**src/rtl/led_scan_pkg.sv**
```systemverilog
// Shared definitions for the LED ping-pong scan sequencer:
// state encodings and index limits.
package led_scan_pkg;

  typedef enum logic [1:0] {
    IDLE = 2'd0,
    UP   = 2'd1,
    DOWN = 2'd2
  } scan_state_t;

  localparam int SCAN_IDX_W = 3;
  localparam logic [SCAN_IDX_W-1:0] SCAN_MAX = 3'd7;

endpackage

```
**src/rtl/led_scan_seq_if.sv**
```systemverilog
// Control/decoder-facing signal bundle of the scan sequencer.
// Master is the control side (buttons/CPU); slave is the sequencer.
interface led_scan_seq_if;
  import led_scan_pkg::*;

  logic                  i_start;
  logic                  i_stop;
  logic [SCAN_IDX_W-1:0] o_index;
  logic                  o_enable;
  logic                  o_dir;
  logic                  o_done;

  modport master (
    output i_start,
    output i_stop,
    input  o_index,
    input  o_enable,
    input  o_dir,
    input  o_done
  );

  modport slave (
    input  i_start,
    input  i_stop,
    output o_index,
    output o_enable,
    output o_dir,
    output o_done
  );

endinterface

```
**src/rtl/led_scan_strobe.sv**
```systemverilog
// Clock divider for the scan: counts 0..CLK_DIV-1 while running and
// flags a one-cycle step on the terminal count.
module led_scan_strobe #(
  parameter int CLK_DIV = 4
) (
  input  logic i_clk,
  input  logic i_reset_n,
  input  logic clear,
  input  logic run,
  output logic step
);

  localparam int CW = (CLK_DIV > 1) ? $clog2(CLK_DIV) : 1;
  localparam logic [CW-1:0] LAST = CW'(CLK_DIV - 1);

  logic [CW-1:0] cnt_q;

  // With CLK_DIV=1 the counter is pinned at 0, so every running cycle steps.
  always_ff @(posedge i_clk or negedge i_reset_n) begin
    if (!i_reset_n) begin
      cnt_q <= '0;
    end else if (clear) begin
      cnt_q <= '0;
    end else if (run) begin
      cnt_q <= (cnt_q == LAST) ? '0 : cnt_q + CW'(1);
    end
  end

  assign step = run && !clear && (cnt_q == LAST);

endmodule

```
**src/rtl/led_scan_seq.sv**
```systemverilog
// Ping-pong 0..7..0 index generator feeding the 3-to-8 LED decoder.
// Define LED_SCAN_LOOP_EN to scan continuously instead of one sweep.
module led_scan_seq
  import led_scan_pkg::*;
#(
  parameter int CLK_DIV = 4
) (
  input  logic          i_clk,
  input  logic          i_reset_n,
  led_scan_seq_if.slave bus
);

  scan_state_t           state_q, state_d;
  logic [SCAN_IDX_W-1:0] index_q, index_d;
  logic                  enable_q, enable_d;
  logic                  dir_q, dir_d;
  logic                  done_q, done_d;
  logic                  step;

  led_scan_strobe #(
    .CLK_DIV (CLK_DIV)
  ) u_strobe (
    .i_clk     (i_clk),
    .i_reset_n (i_reset_n),
    .clear     (state_q == IDLE),
    .run       (state_q != IDLE),
    .step      (step)
  );

  always_ff @(posedge i_clk or negedge i_reset_n) begin
    if (!i_reset_n) begin
      state_q  <= IDLE;
      index_q  <= '0;
      enable_q <= 1'b0;
      dir_q    <= 1'b0;
      done_q   <= 1'b0;
    end else begin
      state_q  <= state_d;
      index_q  <= index_d;
      enable_q <= enable_d;
      dir_q    <= dir_d;
      done_q   <= done_d;
    end
  end

  // Stop outranks the step, so a stop on the final step suppresses done.
  always_comb begin
    state_d  = state_q;
    index_d  = index_q;
    enable_d = enable_q;
    dir_d    = dir_q;
    done_d   = 1'b0;
    case (state_q)
      IDLE: begin
        if (bus.i_start && !bus.i_stop) begin
          state_d  = UP;
          index_d  = '0;
          enable_d = 1'b1;
          dir_d    = 1'b0;
        end
      end
      UP: begin
        if (bus.i_stop) begin
          state_d  = IDLE;
          index_d  = '0;
          enable_d = 1'b0;
          dir_d    = 1'b0;
        end else if (step) begin
          if (index_q == SCAN_MAX) begin
            state_d = DOWN;
            index_d = SCAN_MAX - 3'd1;
            dir_d   = 1'b1;
          end else begin
            index_d = index_q + 3'd1;
          end
        end
      end
      DOWN: begin
        if (bus.i_stop) begin
          state_d  = IDLE;
          index_d  = '0;
          enable_d = 1'b0;
          dir_d    = 1'b0;
        end else if (step) begin
          if (index_q != '0) begin
            index_d = index_q - 3'd1;
          end else begin
`ifdef LED_SCAN_LOOP_EN
            state_d = UP;
            index_d = 3'd1;
            dir_d   = 1'b0;
`else
            state_d  = IDLE;
            index_d  = '0;
            enable_d = 1'b0;
            dir_d    = 1'b0;
            done_d   = 1'b1;
`endif
          end
        end
      end
      default: begin
        state_d  = IDLE;
        index_d  = '0;
        enable_d = 1'b0;
        dir_d    = 1'b0;
      end
    endcase
  end

  assign bus.o_index  = index_q;
  assign bus.o_enable = enable_q;
  assign bus.o_dir    = dir_q;
  assign bus.o_done   = done_q;

endmodule
```
**src/flat_wrapper.sv**
```systemverilog
// flat-port wrapper written by rule: the top's interface ports become plain ports
module led_scan_seq_flat import led_scan_pkg::*;
#(
  parameter int CLK_DIV = 4
)
  (i_clk, i_reset_n, bus_i_start, bus_i_stop, bus_o_index, bus_o_enable, bus_o_dir, bus_o_done);
  led_scan_seq_if bus_i ();
  input  logic i_clk;
  input  logic i_reset_n;
  input wire logic [$bits(bus_i.i_start)-1:0] bus_i_start;
  input wire logic [$bits(bus_i.i_stop)-1:0] bus_i_stop;
  output wire logic [$bits(bus_i.o_index)-1:0] bus_o_index;
  output wire logic [$bits(bus_i.o_enable)-1:0] bus_o_enable;
  output wire logic [$bits(bus_i.o_dir)-1:0] bus_o_dir;
  output wire logic [$bits(bus_i.o_done)-1:0] bus_o_done;
  assign bus_i.i_start = bus_i_start;
  assign bus_i.i_stop = bus_i_stop;
  assign bus_o_index = bus_i.o_index;
  assign bus_o_enable = bus_i.o_enable;
  assign bus_o_dir = bus_i.o_dir;
  assign bus_o_done = bus_i.o_done;
  led_scan_seq #(.CLK_DIV(CLK_DIV)) u_core (.i_clk(i_clk), .i_reset_n(i_reset_n), .bus(bus_i));
endmodule
```
**config.mk**
```make
export PLATFORM = sky130hd
export DESIGN_NAME = led_scan_seq_flat
export DESIGN_NICKNAME = d
export VERILOG_FILES = /design/src/rtl/led_scan_pkg.sv /design/src/rtl/led_scan_seq_if.sv /design/src/rtl/led_scan_strobe.sv /design/src/rtl/led_scan_seq.sv /design/src/flat_wrapper.sv
export SDC_FILE = /design/constraint.sdc
export NUM_CORES = 1
export LEC_CHECK = 0
export CAP_MARGIN = 15
export CORE_MARGIN = 3
export CORE_UTILIZATION = 25
export DETAILED_ROUTE_END_ITERATION = 8
export HOLD_SLACK_MARGIN = 0.05
export PLACE_DENSITY = 0.48
export SETUP_SLACK_MARGIN = 0.1
export SLEW_MARGIN = 20
export SYNTH_ARGS = -nofsm -noshare
export SYNTH_HDL_FRONTEND = slang
export SYNTH_SLANG_ARGS = --single-unit
```
**constraint.sdc**
```tcl
create_clock -name i_clk -period 3.7 [get_ports i_clk]
set_clock_uncertainty 0.2 [all_clocks]
set_input_delay 0.555 -clock i_clk [delete_from_list [all_inputs] [get_ports i_clk]]
set_output_delay 0.555 -clock i_clk [all_outputs]
set_load 0.05 [all_outputs]
```
# Word level (Yosys, flattened, before mapping)
# Cells that the tools add are included.
[totals]
regBits = 10
input_bits = 4
out_inout_bits = 6
wordCells = 65
[classes]
add_sub_neg = 3
eq_ne = 10
muxes = 34
n_reduce_logical = 12
[ops]
columns = ["cell", "count"]
rows = [
  ["2-to-1 mux 3 bit", 7],
  ["2-to-1 mux 2 bit", 10],
  ["2-to-1 mux 1 bit", 13],
  ["!= test 3 x 2 -> 1 bit (second input constant)", 3],
  ["case mux 3 bit (3 select lines)", 1],
  ["case mux 1 bit (3 select lines)", 2],
  ["case mux 2 bit (3 select lines)", 1],
  ["AND reduction 5 bit", 1],
  ["== test 2 bit (second input constant)", 2],
  ["AND reduction 4 bit", 1],
  ["nonzero test 2 bit", 2],
  ["adder 3 x 1 -> 3 bit (second input constant)", 1],
  ["== test 3 bit (second input constant)", 1],
  ["logical AND 1 bit", 3],
  ["!= test 3 bit (second input constant)", 1],
  ["AND reduction 3 bit", 1],
  ["nonzero test 3 bit", 1],
  ["subtractor 3 x 1 -> 3 bit (second input constant)", 1],
  ["adder 2 x 1 -> 2 bit (second input constant)", 1],
  ["== test 2 x 1 -> 1 bit (second input constant)", 1],
  ["logical NOT 1 bit", 2],
  ["logical NOT 2 bit", 1],
  ["!= test 2 x 1 -> 1 bit (second input constant)", 1],
  ["!= test 2 bit (second input constant)", 1],
]

# Depth between registers and ports, before layout
# Gate-level depths: netlist (run 1).
[depth]
word_depth = 7
ltp_mapped = 6
depth_no_buf = 6

# Modules after synthesis
# From an unflattened synthesis (run 1), not the netlist that was laid out.
[unflattened]
hier_cells = 66
area_unflattened_um2 = 683.2
[modules_own_cells]
columns = ["module", "n_inst", "cells_per_inst", "area_each_um2", "seq_area_each_um2"]
rows = [
  ["led_scan_seq", 1, 56, 575.6, 200.2],
  ["led_scan_strobe", 1, 10, 107.6, 50.0],
]

# Least setup slack after synthesis (run 1)
# OpenSTA, ideal clock, no wires.
[synth_path]
path_type = "register -> register"
startpoint = "register u_core.index_q[0] (netlist: u_core.bus.o_index[0])"
endpoint = "register u_core.dir_q (netlist: u_core.bus.o_dir)"
setup_ns = 0.125
arrival_ns = 1.796
required_ns = 3.375
setup_slack_ns = 1.579
stages_incl_launch_ff = 7
n_path_buf = 0
period_less_slack_ns = 2.121
cell_sequence = "dfrtp_1 > inv_1 > ha_1 > nand2b_4 > a31oi_4 > o211ai_4 > mux2_4"
[synth_via]
elab_chain_len = 3
[synth_rtl]
columns = ["element", "line", "source"]
rows = [
  ["start, declared", "led_scan_seq.sv:14", "logic [SCAN_IDX_W-1:0] index_q, index_d;"],
  ["start signal, assigned", "led_scan_seq.sv:39", "index_q <= index_d;"],
  ["== test 3 bit / nonzero test 3 bit (equally long branches)", "led_scan_seq.sv:69, led_scan_seq.sv:85", ""],
  ["!= test 3 x 2 -> 1 bit (no line) / != test 3 bit (equally long branches)", "-", ""],
  ["AND reduction 5 bit (no line) (*)", "-", ""],
  ["end signal, assigned", "led_scan_seq.sv:41", "dir_q <= dir_d;"],
  ["end, declared", "led_scan_seq.sv:16", "logic dir_q, dir_d;"],
]
# Every way passes the cells marked *; elsewhere a longest branch is shown, timed or not.
# A chain may end at the register's enable or synchronous reset.

# Final worst setup path (run 1)
[layout_path]
startpoint = "register u_core.index_q[2] (netlist: u_core.bus.o_index[2])"
endpoint = "output port bus_o_index[2]"
[layout_rtl]
columns = ["element", "line", "source"]
rows = [
  ["end, declared", "flat_wrapper.sv:12", "output wire logic [$bits(bus_i.o_index)-1:0] bus_o_index;"],
]
# No word-level cell between the ends.

==> results.sh, run 1 <==
export IMPL_status="finished clean"
export IMPL_stdcell_count=100
export IMPL_relSlewSlack=0.6675
export IMPL_crit_buf_inv=1
export IMPL_crit_type="reg2out"
export IMPL_ys_seq_area_frac=0.3854
export IMPL_grt_usage=0.08629
export IMPL_avgSynthCellArea_sq_um=11.01
export IMPL_critPathSlowestCell="clkdlybuf4s50_1"
export IMPL_clk_path_buf_depth=2
export IMPL_placed_cells=96
export IMPL_start_kind="register"
export IMPL_cts_tree="yes"
export IMPL_setup_viol=0
export IMPL_period_needed_ns=2.310
export IMPL_gp_congestion=0.7208
export IMPL_yosys_area_share_xor_xnor=0
export IMPL_synthArstFlopShare=1.000
export IMPL_yosysUniqueCellTypes=26
export IMPL_synth_adder_area_share=0.1349
export IMPL_hpwl_um=963.9
export IMPL_post_cts_resized=0
export IMPL_syn_to_final_growth_pct=24.86
export IMPL_drive_gt1_frac=0.1667
export IMPL_regToRegSetupSlack_ns=1.77
export IMPL_synth_compound_area_frac=0.1773
export IMPL_rows=17
export IMPL_cts_buffers=3
export IMPL_post_cts_buffers=0
export IMPL_num_vias=458
export IMPL_power_leakage_nw=0.3669
export IMPL_nets=84
export IMPL_hold_viol=0
export IMPL_synth_top_family_by_area="compound AO/OA/AOI/OAI gates"
export IMPL_hp_class="reg2reg"
export IMPL_cts_hold_buf=0
export IMPL_yosys_warnings=0
export IMPL_die_area_sq_um=3245
export IMPL_routed_wl_um=1240
export IMPL_die_h_um=56.97
export IMPL_drc=0
export IMPL_antenna_found_initial=0
export IMPL_cp_top_family="buffers and inverters"
export IMPL_clk_latency_ns=0.27
export IMPL_clk_pin_slew_worst_paths_ns=0.06
export IMPL_mostFrequentLayoutCell="dfrtp_1"
export IMPL_wl_per_cell_um=12.40
export IMPL_fin_util=0.3465
export IMPL_grt_pass1_vias=441
export IMPL_drt_initial_drc_count=5
export IMPL_end_kind="output pin"
export IMPL_final_cell_mix="dfrtp_1, clkdlybuf4s50_1, ha_1, inv_1, nand2_1"
export IMPL_grt_pass1_wl_um=2076
export IMPL_grt_max_degree=11
export IMPL_die_w_um=56.97
export IMPL_synth_fp_nets=70
export IMPL_cp_max_fo=8
export IMPL_core_sq_um=2340
export IMPL_syn_inst=59
export IMPL_ys_ff_latch=10
export IMPL_fin_crit_sh=0.6244
export IMPL_viasPerCell=4.580
export IMPL_finalMaxSlewViolations=0
export IMPL_detail_route_antenna_nets=0
export IMPL_synthSimpleGateAreaFrac=0.1657
export IMPL_rsz0062_at_grt="false"
export IMPL_vdd_drop_max_v=0.0002728
export IMPL_grt_overflow=0
export IMPL_power_w=0.0006277
export IMPL_first_pass_iters=4
export IMPL_arrival_ns=1.56
export IMPL_cp_required_ns=2.94
export IMPL_crit_chain="clkdlybuf4s50_1"
export IMPL_drv_cap=0
export IMPL_fmax_mhz=432.9
export IMPL_initial_core_util=0.2775
export IMPL_synth_edf_count=0
export IMPL_synth_flop_cell="dfrtp_1"
export IMPL_h_tree_depth=1
export IMPL_diodes=0
export IMPL_clock_sinks=10
export IMPL_worst_pin_slew_ns=0.4972
export IMPL_root_buffer="clkbuf_4"
export IMPL_io_pins=10
export IMPL_synth_mux_area_frac=0.1021
export IMPL_fill_cells=244
export IMPL_p_per_area_nw_per_um2=774.2
export IMPL_synthesis_area_sq_um=649.4
export IMPL_cpPeakStageDelay_ns=0.84
export IMPL_tns_ns=0
export IMPL_port_buffers=9
-- path summary, 6_finish.rpt --
kind	end	cells after the start	start
max	bus_o_index[2]	1	u_core.bus.o_index[2]$_DFFE_PN0P_
min	u_core.u_strobe.cnt_q[0]$_DFF_PN0_	1	u_core.u_strobe.cnt_q[0]$_DFF_PN0_
max reg2reg	u_core.bus.o_dir$_DFFE_PN0P_	6	u_core.state_q[1]$_DFFE_PN0P_
min reg2reg	u_core.u_strobe.cnt_q[0]$_DFF_PN0_	1	u_core.u_strobe.cnt_q[0]$_DFF_PN0_
max in group asynchronous	u_core.bus.o_index[2]$_DFFE_PN0P_	1	i_reset_n
min in group asynchronous	u_core.bus.o_enable$_DFFE_PN0P_	1	i_reset_n
-- layout make-up --
cell class | instances | area [sq um] | area share
inverters | 6 | 22.52 | 0.02778
clock buffers | 4 | 36.28 | 0.04475
repair buffers | 9 | 90.09 | 0.1111
well taps | 28 | 35.03 | 0.04321
flip-flops and latches | 10 | 250.2 | 0.3086
multi-input cells | 43 | 376.6 | 0.4645
-- sequential cells by signal, indices dropped and copies added, names as in the netlist --
signal                 count
u_core.bus.o_dir           1
u_core.bus.o_done          1
u_core.bus.o_enable        1
u_core.bus.o_index         3
u_core.state_q             2
u_core.u_strobe.cnt_q      2
-- synthesized netlist by cell type, drive strengths merged, types with 2 or more instances --
cell,number,area share
mux2,2,0.040
dfrtp,10,0.39
o21ai,2,0.021
nor2b,3,0.033
ha,7,0.13
inv,6,0.035
o2bb2ai,2,0.027
a21oi,2,0.015
nand2,6,0.035
nor2,2,0.012
mux2i,4,0.062
nand2b,3,0.040
-- routing by layer --
layer  wire length, um  global-route usage  vias to the layer above  part of all wire
li1                  -                   -                      235                 -
met1               615              0.1091                      206              0.50
met2               526              0.1240                       13              0.42
met3                74             0.04751                        4             0.060
met4                23             0.02980                        0             0.019
met5                 0                   0                        -                 0
-- stage by stage --
step | instance area, sq um | setup slack (ns) | hold slack, ns
6_report | 810.8 | 1.390 | 0.2296
5_1_grt | 810.8 | 1.331 | 0.2605
4_1_cts | 810.8 | 1.371 | 0.2372
3_5_place_dp | 774.5 | 1.449 | 0.2303
3_3_place_gp | 774.5 | 1.474 | 0.2244
2_1_floorplan | 649.4 | 1.579 | 0.05941
-- kinds of logic (layout without fill, tap and decap cells) --
kind of cell | Yosys count | count (layout)
buf+inv | 6 | 19
compound gates | 12 | 12
flops | 10 | 10
simple gates | 18 | 18
mux | 6 | 6
fa+ha+maj | 7 | 7
-- power by group --
part	leakage [nW]	internal (W)	total [W]	switching (W)
combinational	0.214	0.000150	0.000363	0.000214
sequential	0.132	0.000144	0.000164	0.0000205
clock	0.0210	0.0000598	0.000100	0.0000405
total	0.367	0.000353	0.000628	0.000275
Note: power is estimated with default switching activity, not from simulation.
==> run 2, diff against run 1 <==
==> constraint.sdc (replaced) <==
create_clock -name i_clk -period 2.4 [get_ports i_clk]
set_clock_uncertainty 0.2 [all_clocks]
set_input_delay 0.36 -clock i_clk [delete_from_list [all_inputs] [get_ports i_clk]]
set_output_delay 0.36 -clock i_clk [all_outputs]
set_load 0.05 [all_outputs]
==> run 2 against run 1 <==
First-iteration DRC count increased by 100%. Design area unchanged. Critical path depth unchanged. Largest power group unchanged.
==> results.sh, run 2 (synthesized netlist as in run 1, its figures left out) <==
export IMPL_status="finished clean"
export IMPL_die_area_sq_um=3245
export IMPL_root_buffer="clkbuf_4"
export IMPL_grt_overflow=0
export IMPL_initial_core_util=0.2775
export IMPL_vdd_drop_max_v=0.0004652
export IMPL_cts_buffers=3
export IMPL_cts_tree="yes"
export IMPL_core_sq_um=2340
export IMPL_worstRegToRegCells=6
export IMPL_drv_cap=0
export IMPL_fmax_mhz=464.7
export IMPL_grt_pass1_wl_um=2152
export IMPL_syn_to_final_growth_pct=24.86
export IMPL_worst_path_stages=1
export IMPL_io_pins=10
export IMPL_relSlewSlack=0.6692
export IMPL_cp_top_family="buffers and inverters"
export IMPL_gp_congestion=0.7167
export IMPL_placed_cells=96
export IMPL_viasPerCell=4.500
export IMPL_critPathSlowestCell="clkdlybuf4s50_1"
export IMPL_power_leakage_nw=0.3669
export IMPL_cpPeakStageDelay_ns=0.85
export IMPL_antenna_found_initial=0
export IMPL_first_pass_iters=3
export IMPL_drc=0
export IMPL_rsz0062_at_grt="false"
export IMPL_final_cell_mix="dfrtp_1, clkdlybuf4s50_1, ha_1, inv_1, nand2_1"
export IMPL_regToRegSetupSlack_ns=0.48
export IMPL_drive_gt1_frac=0.1667
export IMPL_post_cts_resized=0
export IMPL_crit_type="reg2out"
export IMPL_die_w_um=56.97
export IMPL_worst_pin_slew_ns=0.4947
export IMPL_largest_reg_flops=3
export IMPL_p_per_area_nw_per_um2=1196
export IMPL_start_kind="register"
export IMPL_nets=84
export IMPL_hpwl_um=986
export IMPL_hp_class="in2async"
export IMPL_cp_required_ns=1.84
export IMPL_period_needed_ns=2.152
export IMPL_grt_pass1_vias=466
export IMPL_h_tree_depth=1
export IMPL_end_kind="output pin"
export IMPL_arrival_ns=1.59
export IMPL_die_h_um=56.97
export IMPL_detail_route_antenna_nets=0
export IMPL_cts_hold_buf=0
export IMPL_tns_ns=0
export IMPL_diodes=0
export IMPL_fill_cells=235
export IMPL_crit_buf_inv=1
export IMPL_clk_pin_slew_worst_paths_ns=0.07
export IMPL_grt_max_degree=11
export IMPL_port_buffers=9
export IMPL_num_vias=450
export IMPL_clk_path_buf_depth=2
export IMPL_finalMaxSlewViolations=0
export IMPL_stdcell_count=100
export IMPL_fin_util=0.3465
export IMPL_cp_max_fo=8
export IMPL_clock_sinks=10
export IMPL_wl_per_cell_um=12.61
export IMPL_drt_initial_drc_count=10
export IMPL_post_cts_buffers=0
export IMPL_rows=17
export IMPL_setup_viol=0
export IMPL_fin_crit_sh=0.8967
export IMPL_grt_usage=0.08824
export IMPL_routed_wl_um=1261
export IMPL_clk_latency_ns=0.28
export IMPL_crit_chain="clkdlybuf4s50_1"
export IMPL_hold_viol=0
export IMPL_mostFrequentLayoutCell="dfrtp_1"
## run 2: cell counts in the layout (fill, tap and decap cells not counted)
Identical to the previous run, type by type.
## run 2: path summary, 6_finish.rpt
kind	start	to
hold / removal	i_reset_n	u_core.bus.o_enable$_DFFE_PN0P_
setup / recovery	u_core.bus.o_index[2]$_DFFE_PN0P_	bus_o_index[2]
hold reg to reg	u_core.u_strobe.cnt_q[0]$_DFF_PN0_	u_core.u_strobe.cnt_q[0]$_DFF_PN0_
max in group asynchronous	i_reset_n	u_core.bus.o_index[1]$_DFFE_PN0P_
setup reg to reg	u_core.state_q[1]$_DFFE_PN0P_	u_core.bus.o_dir$_DFFE_PN0P_
min in group i_clk	u_core.u_strobe.cnt_q[0]$_DFF_PN0_	u_core.u_strobe.cnt_q[0]$_DFF_PN0_
## run 2: metal layers
layer	vias up	GRT usage	wire [um]
met5	-	0	0
met4	0	0.02980	20
met3	4	0.04751	91
met2	10	0.1289	547
met1	201	0.1108	602
li1	235	-	-
## run 2: cell type report
type	count	area [sq um]	area share
Multi-Input combinational cell	43	376.6	0.4645
Sequential cell	10	250.2	0.3086
Timing Repair Buffer	9	90.09	0.1111
Clock buffer	4	36.28	0.04475
Tap cell	28	35.03	0.04321
Inverter	6	22.52	0.02778
## run 2: power by group
| group | leakage [nW] | switching, W | internal (W) |
|---|---|---|---|
| logic | 0.214 | 0.000328 | 0.000231 |
| clock network | 0.0210 | 0.0000645 | 0.0000923 |
| registers | 0.132 | 0.0000323 | 0.000222 |
## run 2: through the flow
step	setup slack, ns	power [W]	hold WS [ns]	cell area (sq um)
finish	0.2480	0.0009698	0.2015	810.8
floorplan	0.2787	0.0006912	-0.1356	649.4
global route	0.1914	0.001048	0.2411	810.8
global placement	0.3694	0.0008286	0.2283	774.5
detailed placement	0.3323	0.0008217	0.2474	774.5
CTS	0.2522	0.0009852	0.2168	810.8
